$ cat src/rtl/uart_pkg.sv
// Shared UART definitions: receive-entry payload and data width.
// Used by the receiver, the RX FIFO and the TX FIFO.
package uart_pkg;

    localparam int unsigned UART_DATA_W = 8;

    // One received character plus its line-error flags.
    typedef struct packed {
        logic                   frame_err;
        logic                   parity_err;
        logic [UART_DATA_W-1:0] data;
    } rx_entry_t;

endpackage : uart_pkg

$ cat src/rtl/uart_fifo_mem.sv
// uart_fifo_mem: DEPTH x rx_entry_t register array, one synchronous write
// port and one asynchronous read port. Storage is intentionally not reset.
//   clk   : clock
//   we    : write enable
//   waddr : write address
//   wdata : write payload
//   raddr : read address
//   rdata : read payload (combinational from raddr)
module uart_fifo_mem
    import uart_pkg::*;
#(
    parameter  int unsigned DEPTH = 16,
    localparam int unsigned AW    = $clog2(DEPTH)
) (
    input  logic          clk,
    input  logic          we,
    input  logic [AW-1:0] waddr,
    input  rx_entry_t     wdata,
    input  logic [AW-1:0] raddr,
    output rx_entry_t     rdata
);

    rx_entry_t mem [DEPTH];

    // Write port
    always_ff @(posedge clk) begin
        if (we) begin
            mem[waddr] <= wdata;
        end
    end

    // Asynchronous read port
    assign rdata = mem[raddr];

endmodule : uart_fifo_mem

$ cat src/rtl/uart_rx_fifo.sv
// uart_rx_fifo: first-word-fall-through receive buffer behind the UART
// receiver. Captures byte + error flags on the receiver's data_ready pulse,
// presents them over valid/ready, reports fill level, watermark and a sticky
// overrun flag.
//   clk, rst_n        : clock, async active-low reset
//   in_valid/in_*     : write strobe and received byte/flags
//   out_valid/ready   : head handshake; out_* head fields (zero when empty)
//   flush             : synchronous clear of contents
//   overrun_clr       : clears sticky overrun
//   count/full/empty  : fill status; level_irq = count >= THRESH
//   overrun           : sticky, a byte was dropped while full
module uart_rx_fifo
    import uart_pkg::*;
#(
    parameter  int unsigned DEPTH  = 16,
    parameter  int unsigned THRESH = 8,
    localparam int unsigned CW     = $clog2(DEPTH) + 1
) (
    input  logic                   clk,
    input  logic                   rst_n,
    input  logic                   in_valid,
    input  logic [UART_DATA_W-1:0] in_data,
    input  logic                   in_parity_err,
    input  logic                   in_frame_err,
    output logic                   out_valid,
    input  logic                   out_ready,
    output logic [UART_DATA_W-1:0] out_data,
    output logic                   out_parity_err,
    output logic                   out_frame_err,
    input  logic                   flush,
    input  logic                   overrun_clr,
    output logic [CW-1:0]          count,
    output logic                   full,
    output logic                   empty,
    output logic                   level_irq,
    output logic                   overrun
);

    localparam int unsigned AW = $clog2(DEPTH);

    logic [AW-1:0] wr_ptr_q, wr_ptr_d;
    logic [AW-1:0] rd_ptr_q, rd_ptr_d;
    logic [CW-1:0] count_q,  count_d;
    logic          overrun_q, overrun_d;

    logic          push_c;
    logic          pop_c;
    logic          drop_c;
    rx_entry_t     wr_entry;
    rx_entry_t     head_entry;

    // Status decoded from the count register only
    assign full      = (count_q == CW'(DEPTH));
    assign empty     = (count_q == '0);
    assign level_irq = (count_q >= CW'(THRESH));
    assign out_valid = ~empty;
    assign count     = count_q;
    assign overrun   = overrun_q;

    // Handshake qualification; a pop frees the slot a full-cycle push needs
    assign pop_c  = out_valid & out_ready & ~flush;
    assign push_c = in_valid & (~full | pop_c) & ~flush;
    assign drop_c = in_valid & full & ~pop_c & ~flush;

    assign wr_entry = '{frame_err: in_frame_err, parity_err: in_parity_err, data: in_data};

    uart_fifo_mem #(
        .DEPTH (DEPTH)
    ) u_mem (
        .clk   (clk),
        .we    (push_c),
        .waddr (wr_ptr_q),
        .wdata (wr_entry),
        .raddr (rd_ptr_q),
        .rdata (head_entry)
    );

    // Head fields gated so stale storage never leaks while empty
    assign out_data       = out_valid ? head_entry.data       : '0;
    assign out_parity_err = out_valid & head_entry.parity_err;
    assign out_frame_err  = out_valid & head_entry.frame_err;

    // Next-state for pointers, count and overrun
    always_comb begin
        wr_ptr_d  = wr_ptr_q;
        rd_ptr_d  = rd_ptr_q;
        count_d   = count_q;
        overrun_d = overrun_q;

        if (flush) begin
            wr_ptr_d = '0;
            rd_ptr_d = '0;
            count_d  = '0;
        end else begin
            if (push_c) wr_ptr_d = wr_ptr_q + AW'(1);
            if (pop_c)  rd_ptr_d = rd_ptr_q + AW'(1);
            if (push_c && !pop_c)      count_d = count_q + CW'(1);
            else if (pop_c && !push_c) count_d = count_q - CW'(1);
        end

        // A new drop wins over a coincident clear
        if (drop_c)           overrun_d = 1'b1;
        else if (overrun_clr) overrun_d = 1'b0;
    end

    // State registers
    always_ff @(posedge clk or negedge rst_n) begin
        if (!rst_n) begin
            wr_ptr_q  <= '0;
            rd_ptr_q  <= '0;
            count_q   <= '0;
            overrun_q <= 1'b0;
        end else begin
            wr_ptr_q  <= wr_ptr_d;
            rd_ptr_q  <= rd_ptr_d;
            count_q   <= count_d;
            overrun_q <= overrun_d;
        end
    end

endmodule : uart_rx_fifo

$ cat config.mk
export PLATFORM = sky130hd
export DESIGN_NAME = uart_rx_fifo
export DESIGN_NICKNAME = d
export VERILOG_FILES = /design/src/rtl/uart_pkg.sv /design/src/rtl/uart_fifo_mem.sv /design/src/rtl/uart_rx_fifo.sv
export SDC_FILE = /design/constraint.sdc
export NUM_CORES = 1
export LEC_CHECK = 0
export CAP_MARGIN = 15
export CORE_ASPECT_RATIO = 0.75
export CORE_MARGIN = 2
export CORE_UTILIZATION = 60
export DETAILED_ROUTE_END_ITERATION = 10
export PLACE_DENSITY_LB_ADDON = 0.3
export SYNTH_ARGS = -nofsm -noshare
export SYNTH_HDL_FRONTEND = slang
export SYNTH_SLANG_ARGS = --single-unit
$ cat constraint.sdc
create_clock -name clk -period 3.05 [get_ports clk]
set_input_delay 0.305 -clock clk [delete_from_list [all_inputs] [get_ports clk]]
set_output_delay 0.305 -clock clk [all_outputs]
set_load 0.03 [all_outputs]
======== Yosys cells after proc, flatten, opt, wreduce, memory -nomap -nowiden ========
Memories as Yosys holds them, arrays and structs flattened.
Cells that the tools add are included.
Widths: inputs -> output; s select.
operators by class
  magnitude comparators ................... 1
  bitwise logic cells ..................... 14
  reductions and logical operators ........ 9
  add/subtract/negate cells ............... 4
  muxes and demuxes ....................... 12
  equality and inequality tests ........... 1
operator list
  operator             count
  $mux 4               4
  $mux 5               3
  $and 1x1->1          9
  $add 4x1->4 const B  2
  $mux 8               1
  $reduce_bool 2->1    3
  $add 5x1->5 const B  1
  $eq 5x5->1 const B   1
  $ge 5x4->1 const B   1
  $logic_not 5->1      1
  $sub 5x1->5 const B  1
  $mux 1               4
  $not 1->1            4
  $reduce_bool 3->1    1
  $logic_and 1x1->1    2
  $logic_not 1->1      2
  $or 1x1->1           1
word-level totals
  memory bits (writable) .................. 160
  word-level logic and storage cells ...... 46
  memories ................................ 1
  output and inout port bits .............. 20
  flip-flop bits (word level) ............. 14
memory list
  memory     depth  width  rd ports  clocked after Yosys merged registers in  write ports  RTL line             text
  u_mem.mem  16     10     1         0                                        1            uart_fifo_mem.sv:23  rx_entry_t mem [DEPTH];

======== Longest topological paths before layout ========
Gate-level depths: netlist of the first run.
  word-level depth ........................ 12
  mapped depth ............................ 8

======== Hierarchy ========
From an unflattened synthesis of the first run, not the netlist that was laid out.
second synthesis, totals
  cell total of the unflattened synthesis .. 376
  area, all modules ....................... 7184.4 µm²
by module, submodules not included
  module         area each (µm²)  cells an instance  instances  sequential area each (µm²)
  uart_fifo_mem  6153.4           269                1          4804.6
  uart_rx_fifo   1031.0           107                1          350.3

======== Worst setup path before layout of the first run ========
Ideal clock, no wire load.
  path type ............................... flip-flop to flip-flop
  from .................................... register count_q[1] (netlist: count[1])
  to ...................................... register count_q[4] (netlist: count[4])
  library setup time ...................... 82 ps
  stages on the path, launching flop included .. 9
  path buffers ............................ 0
  data arrival time ....................... 2571 ps
  setup slack ............................. 397 ps
  period minus slack after synthesis ...... 2653 ps
  cell sequence ........................... dfrtp_1 > or4_4 > mux2i_1 > nand2_1 > ha_1 > a21oi_1 > nand2_1 > or4_1 > a31oi_1
on the way
  word-level cells in the longest chain between the ends .. 10
  elaborated cells between the ends (all ways) .. 19
  those cells by class .................... add/sub (2); eq/ne (1); mux (3); bitwise (7); reduce/logical (6)
RTL lines
  what                                                  RTL line                                text
  start, declared                                       uart_rx_fifo.sv:43                      logic [CW-1:0] count_q, count_d;
  start signal, assigned                                uart_rx_fifo.sv:116                     count_q <= count_d;
  $logic_not 5->1                                       uart_rx_fifo.sv:54                      assign empty = (count_q == '0);
  $not 1->1                                             uart_rx_fifo.sv:56                      assign out_valid = ~empty;
  $and 1x1->1 (2 in a row)                              uart_rx_fifo.sv:61                      assign pop_c = out_valid & out_ready & ~flush;
  $or 1x1->1                                            uart_rx_fifo.sv:62                      assign push_c = in_valid & (~full | pop_c) & ~flush;
  $and 1x1->1 (2 in a row)                              uart_rx_fifo.sv:62
  $logic_and 1x1->1 or $logic_not 1->1 (tied branches)  uart_rx_fifo.sv:97, uart_rx_fifo.sv:98
  $mux 5 or $logic_and 1x1->1 (tied branches)           uart_rx_fifo.sv:97, uart_rx_fifo.sv:98
  $mux 5 or $reduce_bool 3->1 (tied branches)           -
Parallel ways exist; a longest one is shown, timed or not. The select of a mux whose other input is x is not followed.
A chain may end at the register's enable or synchronous reset.

======== Worst setup path after layout of the first run ========
  from .................................... register count_q[0] (netlist: count[0])
  to ...................................... output empty
on the way
  word-level cells in the longest chain between the ends .. 1
RTL lines
  what             RTL line            text
  $logic_not 5->1  uart_rx_fifo.sv:54
  end, declared    uart_rx_fifo.sv:34  output logic empty,
No other way between the ends.

==> metrics.csv, run 1 <==
metric,value,unit
status,completed,
drv_cap,0,
clock_tree.root_cell,clkbuf_16,
grt_pass1_vias,3810,
hold_class,in2async,
cts_buffers,17,
cts_hold_buf,0,
overflow,0,
relSlewSlack,37.1,%
area_growth,15.7,%
vias,3730,
cts_buffer_depth,2,
fp.dieW,130,microns
io_buffer_count,35,
setup_viol,0,
die_area,12800,sq um
fin_crit,2860,ps
synth_xor_area_share,0.857,%
synth_edf_count,160,
synth-seq-area-share,72.1,%
synth_nets,403,
setup-tns-final,0,ps
initial_core_util,61.6,%
fin_total_pwr,6.37,mW
drt-total-wl,14200,microns
diodes,0,
htree_levels,4,
critPathKind,reg2out,
leakagePower,2.69,nW
fill_cells,688,
drt_iter0_markers,357,
worstMarginPinSlew,944,ps
fin_skew,6.68,ps
yosys_warnings,0,
drt_drc_violations_left,0,
final_cell_area,8270,sq um
crit_arrival,2550,ps
synth_top_family_by_area,multiplexers,
wl_per_cell,23.7,microns
fin_cells,599,
rows,34,
final_hold_viol_count,0,
final_layout_size_suffix_gt1_share,22.7,%
dpl_cell_area,7730,sq um
nets,450,
required,2740,ps
clk_latency,420,ps
synthesis.area,7150,sq um
slew_viol_final,0,
mostFrequentLayoutCells,"edfxtp_1, mux4_2, clkdlybuf4s50_1",
worstSetupStartpointType,register,
ys_types,36,
power.density,770,nW/um^2
clock_sinks,174,
max_freq,350,MHz
synth_compound_area_share,3.73,%
yosys.area_share.simple,4.90,%
tritoncts,done,
muxShareOfSynthArea,14.9,%
layout_commonest_cell,edfxtp_1,
antenna_found_initial,0,
grt_max_degree,28,
endpoint_kind,output port,
grt_pass1_wl,22100,microns
clkTransAtPathRegs,60,ps
drtPass1Iterations,4,
ir_worst_vdd,512,uV
viasPerCell,6.23,
ys_seq_elements,174,
gp_congestion,0.829,
synth.avg_cell_area,19.0,sq um
yosys_most_used_dff,edfxtp_1,
ys_async_sr_fraction,8.05,%
placedCellCount,567,
dp_hpwl,9030,microns
boundaryPins,36,
core_region_area,11600,sq um
path_max_fanout,13,
die_h,98.6,microns
synth_cells,377,
cts_resized,0,
post-cts-setup-buffers,0,
grtUsageTotal,24.4,%
ant_nets,0,
fin_crit_sh,93.6,%
synthAdderAreaFrac,1.85,%
rsz0062_at_grt,no,
[worst paths after layout]
kind,endpoint,slack (ps),cells past startpoint,from
worst max-delay path,empty,190,4,count[0]$_DFFE_PN0P_
worst min-delay path,overrun$_DFFE_PN0P_,290,1,rst_n
worst max register to register,count[4]$_DFFE_PN0P_,210,8,count[0]$_DFFE_PN0P_
worst min register to register,overrun$_DFFE_PN0P_,550,2,overrun$_DFFE_PN0P_
max in group asynchronous,rd_ptr_q[0]$_DFFE_PN0P_,2290,1,rst_n
min in group clk,overrun$_DFFE_PN0P_,470,2,overrun_clr
[per-layer routing]
| metal | vias up | GRT usage [%] | wire [microns] |
|---|---|---|---|
| li1 | 1620 | - | - |
| met1 | 1960 | 34.2 | 5960 |
| met2 | 137 | 38.5 | 7170 |
| met3 | 13 | 5.86 | 858 |
| met4 | 0 | 8.11 | 178 |
| met5 | - | 0 | 0 |
[cell usage after synthesis, types with 4 or more instances]
master / number / area, sq um
and2_1: 12 / 75.1
nand2_1: 5 / 18.8
clkbuf_1: 10 / 37.5
inv_1: 10 / 37.5
a211oi_1: 20 / 150
o211ai_1: 4 / 30.0
edfxtp_1: 160 / 4800
nor2_1: 16 / 60.1
ha_1: 9 / 113
mux2i_1: 13 / 130
buf_2: 8 / 40.0
dfrtp_1: 14 / 350
nor2b_1: 13 / 81.3
xor2_1: 5 / 43.8
mux4_2: 40 / 901
a21oi_1: 5 / 25.0
[critical path, cell delays in order (launching register included)]
cell	delay, ps
dfrtp_1	450
or4_4	640
nand2b_4	200
inv_1	140
clkdlybuf4s50_1	690
[cell type report]
cell class,count,area (sq um),share of cell area (%)
multi-input cells,173,1880,22.7
flip-flops and latches,174,5160,62.3
clock buffers,18,429,5.19
clock inverters,14,111,1.35
repair buffers,48,460,5.56
inverters,10,37.5,0.454
well taps,162,203,2.45
[state kept, by name, indices dropped and copies added, names as in the netlist]
name / flops
u_mem.mem: 160
rd_ptr_q: 4
wr_ptr_q: 4
overrun: 1
count: 5
[power breakdown]
part / switching (mW) / internal, mW / total [mW] / leakage (nW)
clock: 0.916 / 1.05 / 1.97 / 0.258
sequential: 0.116 / 2.67 / 2.78 / 1.63
combinational: 0.888 / 0.728 / 1.62 / 0.811
[kinds of logic after synthesis]
kind of cell / count (synthesis)
muxes: 56
DFF: 174
and+or+nand+nor: 62
adders and majority gates: 10
xor gates and xnor gates: 7
AOI/OAI and AO/OA: 38
buffers and inverters: 30
[per-stage QoR]
stage | util (%) | hold slack, ps | worst slack, ps
floorplan | - | 9.41 | 397
global placement | 66.6 | 528 | 389
detailed placement | 66.6 | 551 | 245
CTS | 71.2 | 312 | 163
global route | 71.2 | 329 | 54.0
finish | 71.2 | 293 | 194
(Power assumes the default switching activity.)
==> run 2, diff against run 1 <==
--- a/config.mk
+++ b/config.mk
@@ -5,7 +5,7 @@
 export SDC_FILE = /design/constraint.sdc
 export NUM_CORES = 1
 export LEC_CHECK = 0
-export CAP_MARGIN = 15
+export CAP_MARGIN = 25
 export CORE_ASPECT_RATIO = 0.75
 export CORE_MARGIN = 2
 export CORE_UTILIZATION = 60
==> results of run 2 <==
No change in the layout: final DEF, timing and power equal those of run 1.
==> run 3, diff against run 2 <==
--- a/config.mk
+++ b/config.mk
@@ -8,9 +8,9 @@
 export CAP_MARGIN = 25
 export CORE_ASPECT_RATIO = 0.75
 export CORE_MARGIN = 2
-export CORE_UTILIZATION = 60
+export CORE_UTILIZATION = 50
 export DETAILED_ROUTE_END_ITERATION = 10
-export PLACE_DENSITY_LB_ADDON = 0.3
+export PLACE_DENSITY = 0.77
 export SYNTH_ARGS = -nofsm -noshare
 export SYNTH_HDL_FRONTEND = slang
 export SYNTH_SLANG_ARGS = --single-unit
==> metrics.csv, run 3 (same netlist as run 1, synthesis figures left out) <==
metric,value,unit
rows,37,
wl_per_cell,23.2,microns
die_h,108,microns
leakagePower,2.76,nW
cp_cell_sequence,"or4_4, nand2b_4, inv_1, clkdlybuf4s50_1",
post-cts-setup-buffers,0,
setup_viol,0,
status,completed,
boundaryPins,36,
dp_hpwl,9000,microns
grt_max_degree,26,
ir_worst_vdd,457,uV
gp_congestion,0.841,
setup_ws,157,ps
tritoncts,done,
fill_cells,1000,
fin_skew,8.65,ps
grtUsageTotal,20.2,%
drtPass1Iterations,4,
antenna_found_initial,0,
setup-tns-final,0,ps
viasPerCell,5.95,
drt_drc_violations_left,0,
fin_crit,2890,ps
critPathKind,reg2out,
power.density,811,nW/um^2
htree_levels,4,
fp.dieW,142,microns
final_cell_area,8410,sq um
drt_iter0_markers,281,
clock_sinks,174,
final_hold_viol_count,0,
dpl_worst_slack,247,ps
area_growth,17.5,%
relSlewSlack,49.2,%
clkTransAtPathRegs,60,ps
rsz0062_at_grt,no,
hold_class,in2async,
die_area,15300,sq um
multi_input_area,1880,sq um
required,2740,ps
slew_viol_final,0,
diodes,0,
cts_resized,0,
grt_pass1_vias,3800,
max_freq,346,MHz
overflow,0,
crit_arrival,2590,ps
cts_hold_buf,0,
drv_cap,0,
cts_buffers,17,
nets,451,
cts_buffer_depth,2,
mostFrequentLayoutCells,"edfxtp_1, mux4_2, clkdlybuf4s50_1",
final_layout_size_suffix_gt1_share,22.8,%
initial_core_util,51.7,%
core_region_area,13800,sq um
vias,3628,
worstSetupStartpointType,register,
largest_register_ffs,160,
path_max_fanout,13,
ant_nets,0,
endpoint_kind,output port,
layout_commonest_cell,edfxtp_1,
register_area,5160,sq um
clock_tree.root_cell,clkbuf_16,
slowest_stage,clkdlybuf4s50_1,
cpPeakStageDelay,710,ps
regMostFlops,u_mem.mem,
dpl_cell_area,7760,sq um
fin_crit_sh,94.9,%
worstMarginPinSlew,757,ps
grt_pass1_wl,22000,microns
io_buffer_count,35,
hold_ws,293,ps
clk_latency,420,ps
drt-total-wl,14100,microns
## run 3: final timing paths
| kind | startpoint | to | slack (ps) | cells after the start |
|---|---|---|---|---|
| min in group clk | overrun_clr | overrun$_DFFE_PN0P_ | 480 | 2 |
| max reg2reg | count[0]$_DFFE_PN0P_ | count[4]$_DFFE_PN0P_ | 260 | 8 |
| max | count[0]$_DFFE_PN0P_ | empty | 160 | 4 |
| min reg2reg | overrun$_DFFE_PN0P_ | overrun$_DFFE_PN0P_ | 560 | 2 |
| min | rst_n | wr_ptr_q[1]$_DFFE_PN0P_ | 290 | 1 |
| max in group asynchronous | rst_n | rd_ptr_q[0]$_DFFE_PN0P_ | 2260 | 1 |
## run 3: metal layers
layer / global-route usage, % / vias up / routed length (microns)
met3: 5.60 / 15 / 920
met5: 0 / - / 0
met1: 29.1 / 1866 / 6300
met2: 30.5 / 141 / 6760
li1: - / 1606 / -
met4: 6.43 / 0 / 159
## run 3: layout make-up
class,count,area share [%]
Clock buffer,17,5.06
Sequential cell,174,61.4
Timing Repair Buffer,49,5.57
Multi-Input combinational cell,173,22.4
Clock inverter,12,2.59
Tap cell,175,2.60
Inverter,10,0.446
## run 3: critical path: cells and delay by family, from the launching register on
| kind | cells | cell delay [ps] |
|---|---|---|
| flops | 1 | 450 |
| buf+inv | 2 | 880 |
| simple gates | 2 | 830 |
## run 3: metrics by stage
| stage | util, % | total power, mW | std cells |
|---|---|---|---|
| floorplan | - | 3.88 | 377 |
| global placement | 56.0 | 4.44 | 581 |
| detailed placement | 56.0 | 4.48 | 581 |
| CTS | 60.7 | 6.86 | 610 |
| global route | 60.7 | 7.09 | 610 |
| finish | 60.7 | 6.82 | 610 |
## run 3: power by group
| group | internal [mW] | switching (mW) | total (mW) |
|---|---|---|---|
| registers | 2.67 | 0.138 | 2.81 |
| clock network | 1.52 | 0.866 | 2.38 |
| logic | 0.757 | 0.871 | 1.63 |
| total | 4.95 | 1.87 | 6.82 |
